--- config.mk ---
export PLATFORM = sky130hd
export DESIGN_NAME = uart_tx_arbiter
export DESIGN_NICKNAME = d
export VERILOG_FILES = /design/src/rtl/uart_pkg.sv /design/src/rtl/rr_pick.sv /design/src/rtl/uart_tx_arbiter.sv
export SDC_FILE = /design/constraint.sdc
export NUM_CORES = 1
export LEC_CHECK = 0
export BUFFER_PORTS_ARGS = -buffer_cell sky130_fd_sc_hd__clkbuf_2
export CORE_MARGIN = 1
export CORE_UTILIZATION = 50
export DETAILED_ROUTE_END_ITERATION = 10
export PLACE_DENSITY = 0.74
export SLEW_MARGIN = 20
export SYNTH_ARGS = -nofsm -noshare
export SYNTH_HDL_FRONTEND = slang
export SYNTH_SLANG_ARGS = --single-unit
export TNS_END_PERCENT = 100
--- constraint.sdc ---
create_clock -name clk -period 2.4 [get_ports clk]
set_clock_uncertainty 0.15 [all_clocks]
set_input_delay 0.24 -clock clk [delete_from_list [all_inputs] [get_ports clk]]
set_output_delay 0.24 -clock clk [all_outputs]
set_load 0.01 [all_outputs]
--- src/rtl/uart_pkg.sv ---
// Shared definitions for the UART transmit arbiter: FSM state encoding,
// parameter defaults and a one-hot to index helper.
package uart_pkg;

    localparam int          N_CLIENTS_DEFAULT    = 3;
    localparam logic [15:0] IDLE_TIMEOUT_DEFAULT = 16'd50000;

    // Client index width; two bits cover the largest supported arbiter (4 clients).
    localparam int IDX_W = 2;

    typedef enum logic [1:0] {
        S_IDLE  = 2'd0,
        S_GRANT = 2'd1,
        S_DRAIN = 2'd2
    } arb_state_t;

    // Convert a one-hot (or zero) vector of up to four clients to an index.
    function automatic logic [IDX_W-1:0] onehot_to_idx(input logic [3:0] onehot);
        logic [IDX_W-1:0] idx;
        idx = '0;
        for (int i = 0; i < 4; i++) begin
            if (onehot[i]) idx = IDX_W'(i);
        end
        return idx;
    endfunction

endpackage

--- src/rtl/rr_pick.sv ---
// Round-robin next-owner search: first requester at or above rr_ptr,
// wrapping around, returned as a one-hot pick plus a valid flag.
module rr_pick
    import uart_pkg::*;
#(
    parameter int N_CLIENTS = N_CLIENTS_DEFAULT
) (
    input  logic [N_CLIENTS-1:0] req,
    input  logic [IDX_W-1:0]     rr_ptr,
    output logic                 valid,
    output logic [N_CLIENTS-1:0] pick
);

    logic [2*N_CLIENTS-1:0] req_dbl;
    logic [2*N_CLIENTS-1:0] pick_dbl;
    logic [N_CLIENTS-1:0]   first;

    // Rotate req so rr_ptr sits at bit 0, take the lowest set bit, rotate back.
    always_comb begin
        // NOTE: every output of a combinational block gets a default first, so no path can infer a latch.
        valid    = 1'b0;
        first    = '0;
        req_dbl  = {req, req} >> rr_ptr;
        for (int k = 0; k < N_CLIENTS; k++) begin
            if (!valid && req_dbl[k]) begin
                first[k] = 1'b1;
                valid    = 1'b1;
            end
        end
        pick_dbl = {{N_CLIENTS{1'b0}}, first} << rr_ptr;
        pick     = pick_dbl[N_CLIENTS-1:0] | pick_dbl[2*N_CLIENTS-1:N_CLIENTS];
    end

endmodule

--- src/rtl/uart_tx_arbiter.sv ---
// Shares one UART transmitter among N_CLIENTS requesters. A granted client
// drives bytes through as if it owned the UART; everyone else sees busy.
// Ownership ends on req drop or idle timeout, then the UART is drained.
module uart_tx_arbiter
    import uart_pkg::*;
#(
    parameter int          N_CLIENTS    = N_CLIENTS_DEFAULT,
    parameter logic [15:0] IDLE_TIMEOUT = IDLE_TIMEOUT_DEFAULT
) (
    input  logic                   clk,
    input  logic                   rst_n,
    input  logic [N_CLIENTS-1:0]   req,
    output logic [N_CLIENTS-1:0]   gnt,
    input  logic [8*N_CLIENTS-1:0] c_tx_data,
    input  logic [N_CLIENTS-1:0]   c_tx_start,
    output logic [N_CLIENTS-1:0]   c_tx_busy,
    output logic [7:0]             tx_data,
    output logic                   tx_start,
    input  logic                   tx_busy,
    output logic                   timeout_err
);

    arb_state_t           state;
    logic [IDX_W-1:0]     owner;
    logic [IDX_W-1:0]     rr_ptr;
    logic [15:0]          idle_cnt;

    logic                 pick_valid;
    logic [N_CLIENTS-1:0] pick;
    logic [IDX_W-1:0]     pick_idx;
    logic [IDX_W-1:0]     next_ptr;

    logic                 owner_start;
    logic                 owner_req;
    logic [7:0]           owner_data;

    rr_pick #(
        .N_CLIENTS (N_CLIENTS)
    ) u_rr_pick (
        .req    (req),
        .rr_ptr (rr_ptr),
        .valid  (pick_valid),
        .pick   (pick)
    );

    assign pick_idx = onehot_to_idx(4'(pick));
    assign next_ptr = (owner == IDX_W'(N_CLIENTS - 1)) ? '0 : owner + IDX_W'(1);

    // Owner view: select the granted client's inputs and fan busy out to all clients.
    always_comb begin
        owner_start = |(c_tx_start & gnt);
        owner_req   = |(req & gnt);
        owner_data  = '0;
        for (int i = 0; i < N_CLIENTS; i++) begin
            if (gnt[i]) owner_data = c_tx_data[8*i +: 8];
            // The pending tx_start keeps busy high until the UART raises its own busy.
            c_tx_busy[i] = gnt[i] ? (tx_busy | tx_start) : 1'b1;
        end
    end

    // Arbitration FSM with registered grant, forwarded start/data and timeout.
    always_ff @(posedge clk or negedge rst_n) begin
        if (!rst_n) begin
            state       <= S_IDLE;
            gnt         <= '0;
            owner       <= '0;
            rr_ptr      <= '0;
            idle_cnt    <= '0;
            tx_start    <= 1'b0;
            tx_data     <= 8'h00;
            timeout_err <= 1'b0;
        end else begin
            // NOTE: state is updated with non-blocking assignments so every register samples pre-edge values.
            tx_start    <= 1'b0;
            timeout_err <= 1'b0;
            case (state)
                S_IDLE: begin
                    if (pick_valid) begin
                        gnt      <= pick;
                        owner    <= pick_idx;
                        idle_cnt <= '0;
                        state    <= S_GRANT;
                    end
                end
                S_GRANT: begin
                    // Gating on tx_start keeps start pulses at least one cycle apart.
                    if (owner_start && !tx_start) begin
                        tx_start <= 1'b1;
                        tx_data  <= owner_data;
                    end
                    if (!tx_busy && !owner_start && !tx_start) begin
                        idle_cnt <= idle_cnt + 16'd1;
                    end else begin
                        idle_cnt <= '0;
                    end
                    // A req drop wins over a simultaneous timeout and raises no error.
                    if (!owner_req) begin
                        gnt   <= '0;
                        state <= S_DRAIN;
                    end else if (idle_cnt == IDLE_TIMEOUT - 16'd1) begin
                        gnt         <= '0;
                        timeout_err <= 1'b1;
                        state       <= S_DRAIN;
                    end
                end
                S_DRAIN: begin
                    // Exit only to S_IDLE, so owners are always separated by an idle cycle.
                    if (!tx_busy && !tx_start) begin
                        rr_ptr <= next_ptr;
                        state  <= S_IDLE;
                    end
                end
                default: state <= S_IDLE;
            endcase
        end
    end

endmodule

==> flow_summary.json, run 1 <==
{
  "status": "finished, final reports clean",
  "die-area_mm2": 0.00404,
  "final_antenna_net_count": 0,
  "rows": 22,
  "htreeDepth": 2,
  "worstHoldPathType": "input port to flip-flop",
  "io_pins": 49,
  "busiest_layer": "met2",
  "yosys-top-cells-area": "dfrtp_1, o21ai_0, nand2_1, mux2_2, a22oi_1",
  "wl_per_cell_um": 14.0,
  "syn_area_mm2": 0.00190,
  "grt_use_total": 0.229,
  "fill_cells": 310,
  "gp_congestion": 0.822,
  "synthFlopType": "dfrtp_1",
  "ys_seq_area_frac": 0.462,
  "reg2reg_from": "state[1]$_DFFE_PN0P_",
  "post-dp-hpwl_um": 3090,
  "ff2ff_path_depth": 4,
  "wl_um": 4310,
  "cp-endpoint": "idle_cnt[12]$_DFFE_PN0P_",
  "ctsHoldBuffers": 1,
  "cts-buffers-inserted": 5,
  "yosys_warnings": 0,
  "vias": 1774,
  "die_w_um": 63.6,
  "synth_most_common_cell": "dfrtp_1",
  "area_growth_pct": 21.0,
  "clock_sinks": 35,
  "max_cap_viol_count": 0,
  "avgSynthCellArea_um2": 9.16,
  "period_share": 0.863,
  "fin_crit_ns": 2.07,
  "syn-num-nets": 241,
  "syn-instance-count": 207,
  "hold_ws_ns": 0.139,
  "final-max-slew-violation-count": 0,
  "tightest_slew_ns": 0.853,
  "leakagePower_nw": 1.06,
  "antenna_found_initial": 0,
  "max_freq_ghz": 0.483,
  "yosys-top-cells-count": "dfrtp_1, nand2_1, o21ai_0, nor2_1, mux2_2",
  "start_kind": "flip-flop",
  "synth.distinct_cells": 38,
  "cts_resized": 0,
  "cp-end-kind": "flip-flop",
  "cts_tree": "built",
  "crit_required_ns": 2.46,
  "rsz0062_at_grt": "no",
  "antennaDiodeCount": 0,
  "yosysTopAreaCell": "dfrtp_1",
  "core_region_area_mm2": 0.00366,
  "place_ws_ns": 0.347,
  "ir_drop_v": 0.000418,
  "setup_violations": 0,
  "overflow": 0,
  "final.setup.tns_ns": 0,
  "reg2reg_to": "idle_cnt[12]$_DFFE_PN0P_",
  "fin_ws_ns": 0.330,
  "ys_ff_latch": 35,
  "p_per_area_mw_per_mm2": 930,
  "drc": 0,
  "drtIter0Drc": 86,
  "path_class": "flip-flop to flip-flop",
  "grt_pass1_wl_um": 7120,
  "cp_max_fo": 13,
  "ctsRootBufferMaster": "clkbuf_8",
  "r2r_slack_ns": 0.33,
  "hold_viol": 0,
  "nets": 293,
  "drt_first_pass_iters": 4,
  "die_height_um": 63.6,
  "relSlewSlack": 0.431,
  "cp.arrival_ns": 2.13,
  "yosysTopAreaCellShare": 0.462,
  "via_per_inst": 5.78,
  "grt.met1_usage": 0.289,
  "grt_max_degree": 36,
  "port-buffer-count": 48,
  "clk_pin_slew_worst_paths_ns": 0.07,
  "synth_edf_count": 0,
  "use_met3": 0.0562,
  "worstSkewPairLatency_ns": 0.29,
  "start_util": 0.518,
  "grt_pass1_vias": 1588,
  "crit_start": "state[1]$_DFFE_PN0P_",
  "cts_buffer_depth": 2,
  "cts_setup_buffers": 0,
  "drive_gt1_frac": 0.286,
  "async_flop_share": 1.00,
  "use_met2": 0.372
}
## routing by layer
metal / up-vias / wire length [µm]
met1: 833 / 2030
met4: 0 / 65
met3: 6 / 238
li1: 882 / -
met2: 53 / 1970
met5: - / 0
## cell families (layout without fill, tap and decap cells)
kind of cell / Yosys count / count (layout) / synth area share
AND/OR/NAND/NOR: 86 / 86 / 0.237
AO/OA/AOI/OAI: 63 / 63 / 0.214
flip-flops: 35 / 35 / 0.462
buffers and inverters: 13 / 65 / 0.0270
multiplexers: 9 / 9 / 0.0534
adder cells (fa/ha/maj): 1 / 1 / 0.00660
## worst max-delay path: stages, from the launching register on
cell and delay (ns):
dfrtp_1 0.42, nor4b_1 0.55, and2_1 0.50, a41oi_1 0.19, a31oi_1 0.17
## stage by stage
stage          cell area, µm²  instances  utilization  total power, mW
6_report                 2300        307        0.627             2.14
2_1_floorplan            1900        207            -             1.41
5_1_grt                  2300        307        0.627             2.30
4_1_cts                  2300        307        0.627             2.16
3_5_place_dp             2200        299        0.600             1.72
3_3_place_gp             2200        299        0.600             1.70
## layout by cell type (no fill, tap or decap), types with 2 or more instances in the layout
cell type,n
nand4_1,5
nand3_1,7
dfrtp_1,35
o31ai_1,2
clkbuf_8,6
nor3_1,3
o2111ai_1,2
clkbuf_2,48
nor2_1,12
o211ai_1,3
or3_1,2
or4_1,2
buf_4,5
mux2_2,9
a22o_1,3
a41oi_1,2
nor4bb_1,2
a22oi_1,8
o21ai_0,22
a21o_1,4
a21oi_1,8
a31o_2,2
nand2_1,29
nand2b_1,4
nor2b_1,2
inv_1,4
a31oi_1,5
nor4b_1,4
and3_1,3
nor4_1,5
## power by group
| group | switching (mW) | internal [mW] |
|---|---|---|
| combinational | 0.477 | 0.370 |
| sequential | 0.116 | 0.742 |
| clock | 0.207 | 0.225 |
## worst min path at each step
| stage | startpoint | end | slack (ns) | cells past startpoint |
|---|---|---|---|---|
| floorplan | rst_n | gnt[0]$_DFFE_PN0P_ | -0.21 | 0 |
| global placement | rst_n | rr_ptr[1]$_DFFE_PN0P_ | 0.24 | 1 |
| detailed placement | rst_n | rr_ptr[1]$_DFFE_PN0P_ | 0.24 | 1 |
| CTS | req[0] | gnt[0]$_DFFE_PN0P_ | 0.13 | 3 |
| global route | c_tx_data[16] | tx_data[0]$_DFFE_PN0P_ | 0.16 | 4 |
| finish | req[0] | gnt[0]$_DFFE_PN0P_ | 0.14 | 3 |
## state kept, by name, summed over array words and instances (netlist names)
name and count:
idle_cnt 16, timeout_err 1, tx_data 8, gnt 3, state 2, owner 2
tx_start 1, rr_ptr 2
## area by class of cell
cell class,instances,area [µm²],share of cell area
timing repair buffer,54,288,0.125
sequential,35,876,0.381
clock buffer,6,82.6,0.0360
clock inverter,1,5.00,0.00218
tap,48,60.1,0.0262
inverter,4,15.0,0.00654
multi-input combinational,159,970,0.422
(Power assumes the default switching activity.)
==> run 2: changes to the inputs <==
--- a/config.mk
+++ b/config.mk
@@ -7,9 +7,9 @@
 export LEC_CHECK = 0
 export BUFFER_PORTS_ARGS = -buffer_cell sky130_fd_sc_hd__clkbuf_2
 export CORE_MARGIN = 1
-export CORE_UTILIZATION = 50
+export CORE_UTILIZATION = 47
 export DETAILED_ROUTE_END_ITERATION = 10
-export PLACE_DENSITY = 0.74
+export PLACE_DENSITY = 0.73
 export SLEW_MARGIN = 20
 export SYNTH_ARGS = -nofsm -noshare
 export SYNTH_HDL_FRONTEND = slang
==> constraint.sdc (replaced) <==
create_clock -name clk -period 1.7 [get_ports clk]
set_clock_uncertainty 0.15 [all_clocks]
set_input_delay 0.17 -clock clk [delete_from_list [all_inputs] [get_ports clk]]
set_output_delay 0.17 -clock clk [all_outputs]
set_load 0.01 [all_outputs]
==> run 2 against run 1 <==
The flow now finishes with violations (setup timing); highest routed layer unchanged; global-route usage up 2.9 points; via count is 11% higher; wire length is 23% higher; setup slack got worse by 0.37 ns; largest cell class unchanged; core utilization is 11 points higher; non-clock buffer count rose by 41.
==> flow_summary.json, run 2 (synthesis results as in run 1) <==
{
  "status": "complete, but fails checks",
  "violations": "setup timing",
  "start_util": 0.503,
  "grt_pass1_wl_um": 8410,
  "period_share": 1.03,
  "max_freq_ghz": 0.574,
  "fin_crit_ns": 1.74,
  "p_comb_frac": 0.461,
  "start_kind": "flip-flop",
  "final_cell_mix": "clkbuf_2, buf_4, dfrtp_1",
  "finalNonFillerCells": 349,
  "rsz0062_at_grt": "yes",
  "wl_per_cell_um": 15.2,
  "relSlewSlack": 0.465,
  "worstHoldPathType": "input port to flip-flop",
  "post-route-util": 0.737,
  "fin_ws_ns": -0.0431,
  "leakagePower_nw": 1.30,
  "p_per_area_mw_per_mm2": 1190,
  "cp-end-kind": "flip-flop",
  "io_pins": 49,
  "critical-path-max-stage-delay_ns": 0.49,
  "layout_commonest_cell": "clkbuf_2",
  "max_cap_viol_count": 0,
  "crit_required_ns": 1.77,
  "cp.arrival_ns": 1.81,
  "drt_first_pass_iters": 4,
  "port-buffer-count": 48,
  "dp.cells": 335,
  "setup_violations": 5,
  "gp_congestion": 0.858,
  "p_switching_mw": 1.27,
  "fill_cells": 280,
  "finish.instance_area_mm2": 0.00278,
  "grt_pass1_vias": 1859,
  "max_flop_register": "idle_cnt",
  "path_cells": "nand3_2 -> or3_4 -> or4_1 -> nand3_1",
  "seqPwrFrac": 0.361,
  "antennaDiodeCount": 0,
  "clock_sinks": 35,
  "final_antenna_net_count": 0,
  "ctsRootBufferMaster": "clkbuf_8",
  "via_per_inst": 5.64,
  "r2r_slack_ns": -0.04,
  "hold_viol": 0,
  "internal-power_mw": 2.04,
  "overflow": 0,
  "area_growth_pct": 46.5,
  "die_height_um": 65.5,
  "reg_top3": "idle_cnt: 16 flops, tx_data: 8 flops, gnt: 3 flops",
  "cts-buffers-inserted": 5,
  "p_clk_frac": 0.178,
  "vias": 1967,
  "drive_gt1_frac": 0.445,
  "drtIter0Drc": 158,
  "die_w_um": 65.5,
  "sw_frac_of_total": 0.384,
  "cts_tree": "built",
  "crit_slowest_cell": "or4_1",
  "final.setup.tns_ns": -0.0786,
  "core_region_area_mm2": 0.00377,
  "tightest_slew_ns": 0.796,
  "clk_pin_slew_worst_paths_ns": 0.07,
  "die-area_mm2": 0.00429,
  "grt_max_degree": 23,
  "cp_max_fo": 4,
  "rows": 22,
  "largest_reg_flops": 16,
  "antenna_found_initial": 0,
  "post-dp-hpwl_um": 3780,
  "htreeDepth": 2,
  "cts_buffer_depth": 2,
  "worstSkewPairLatency_ns": 0.28,
  "path_class": "flip-flop to flip-flop",
  "wl_um": 5310,
  "nets": 334,
  "fin_total_pwr_mw": 3.31,
  "place_area_mm2": 0.00248,
  "grt_use_total": 0.257,
  "final-max-slew-violation-count": 0,
  "drc": 0,
  "ir_drop_v": 0.000840
}
-- run 2: worst paths after layout --
path	end	cells after the start	start
worst min-delay path	gnt[0]$_DFFE_PN0P_	3	req[0]
min in group asynchronous	idle_cnt[12]$_DFFE_PN0P_	2	rst_n
worst min register to register	tx_data[5]$_DFFE_PN0P_	1	tx_data[5]$_DFFE_PN0P_
max in group asynchronous	gnt[0]$_DFFE_PN0P_	3	rst_n
worst max-delay path	idle_cnt[15]$_DFFE_PN0P_	4	idle_cnt[8]$_DFFE_PN0P_
worst max register to register	idle_cnt[15]$_DFFE_PN0P_	4	idle_cnt[8]$_DFFE_PN0P_
-- run 2: stage by stage --
step / setup WS [ns] / hold slack (ns)
finish: -0.0431 / 0.0690
global route: -0.149 / 0.0997
CTS: -0.0504 / 0.0674
detailed placement: -0.0765 / 0.0396
global placement: -0.0539 / 0.0355
floorplan: -0.186 / -0.276
-- run 2: repair_timing --
item                                    4_1_cts  5_1_grt
endpoints found under the hold margin        20        0
pin swaps                                     3       21
endpoints found under the setup margin       15       28
gates resized for setup                       8       29
setup buffers                                 3        2
hold buffers                                  1        0
-- run 2: layer usage --
layer,part of all wire,global-route usage
met1,0.46,0.336
met2,0.50,0.427
met3,0.032,0.0417
met4,0.012,0.0951
met5,0,0
-- run 2: area by class of cell --
class | count | area (µm²) | share of cell area
multi-input combinational | 159 | 1120 | 0.405
sequential | 35 | 876 | 0.315
timing repair buffer | 95 | 618 | 0.222
clock buffer | 6 | 72.6 | 0.0261
tap | 48 | 60.1 | 0.0216
inverter | 4 | 15.0 | 0.00540
clock inverter | 2 | 12.5 | 0.00450
-- run 2: critical path: cells and delay by family (launching register included) --
family	cells	cell delay, ns
and+or+nand+nor	4	1.09
DFF	1	0.43
-- run 2: power groups by stage --
stage	Clock, mW	Sequential, mW	Combinational, mW
2_1_floorplan	0	1.27	0.743
3_3_place_gp	0	1.20	1.36
3_5_place_dp	0	1.21	1.40
4_1_cts	0.591	1.19	1.42
5_1_grt	0.623	1.21	1.70
6_report	0.589	1.19	1.53
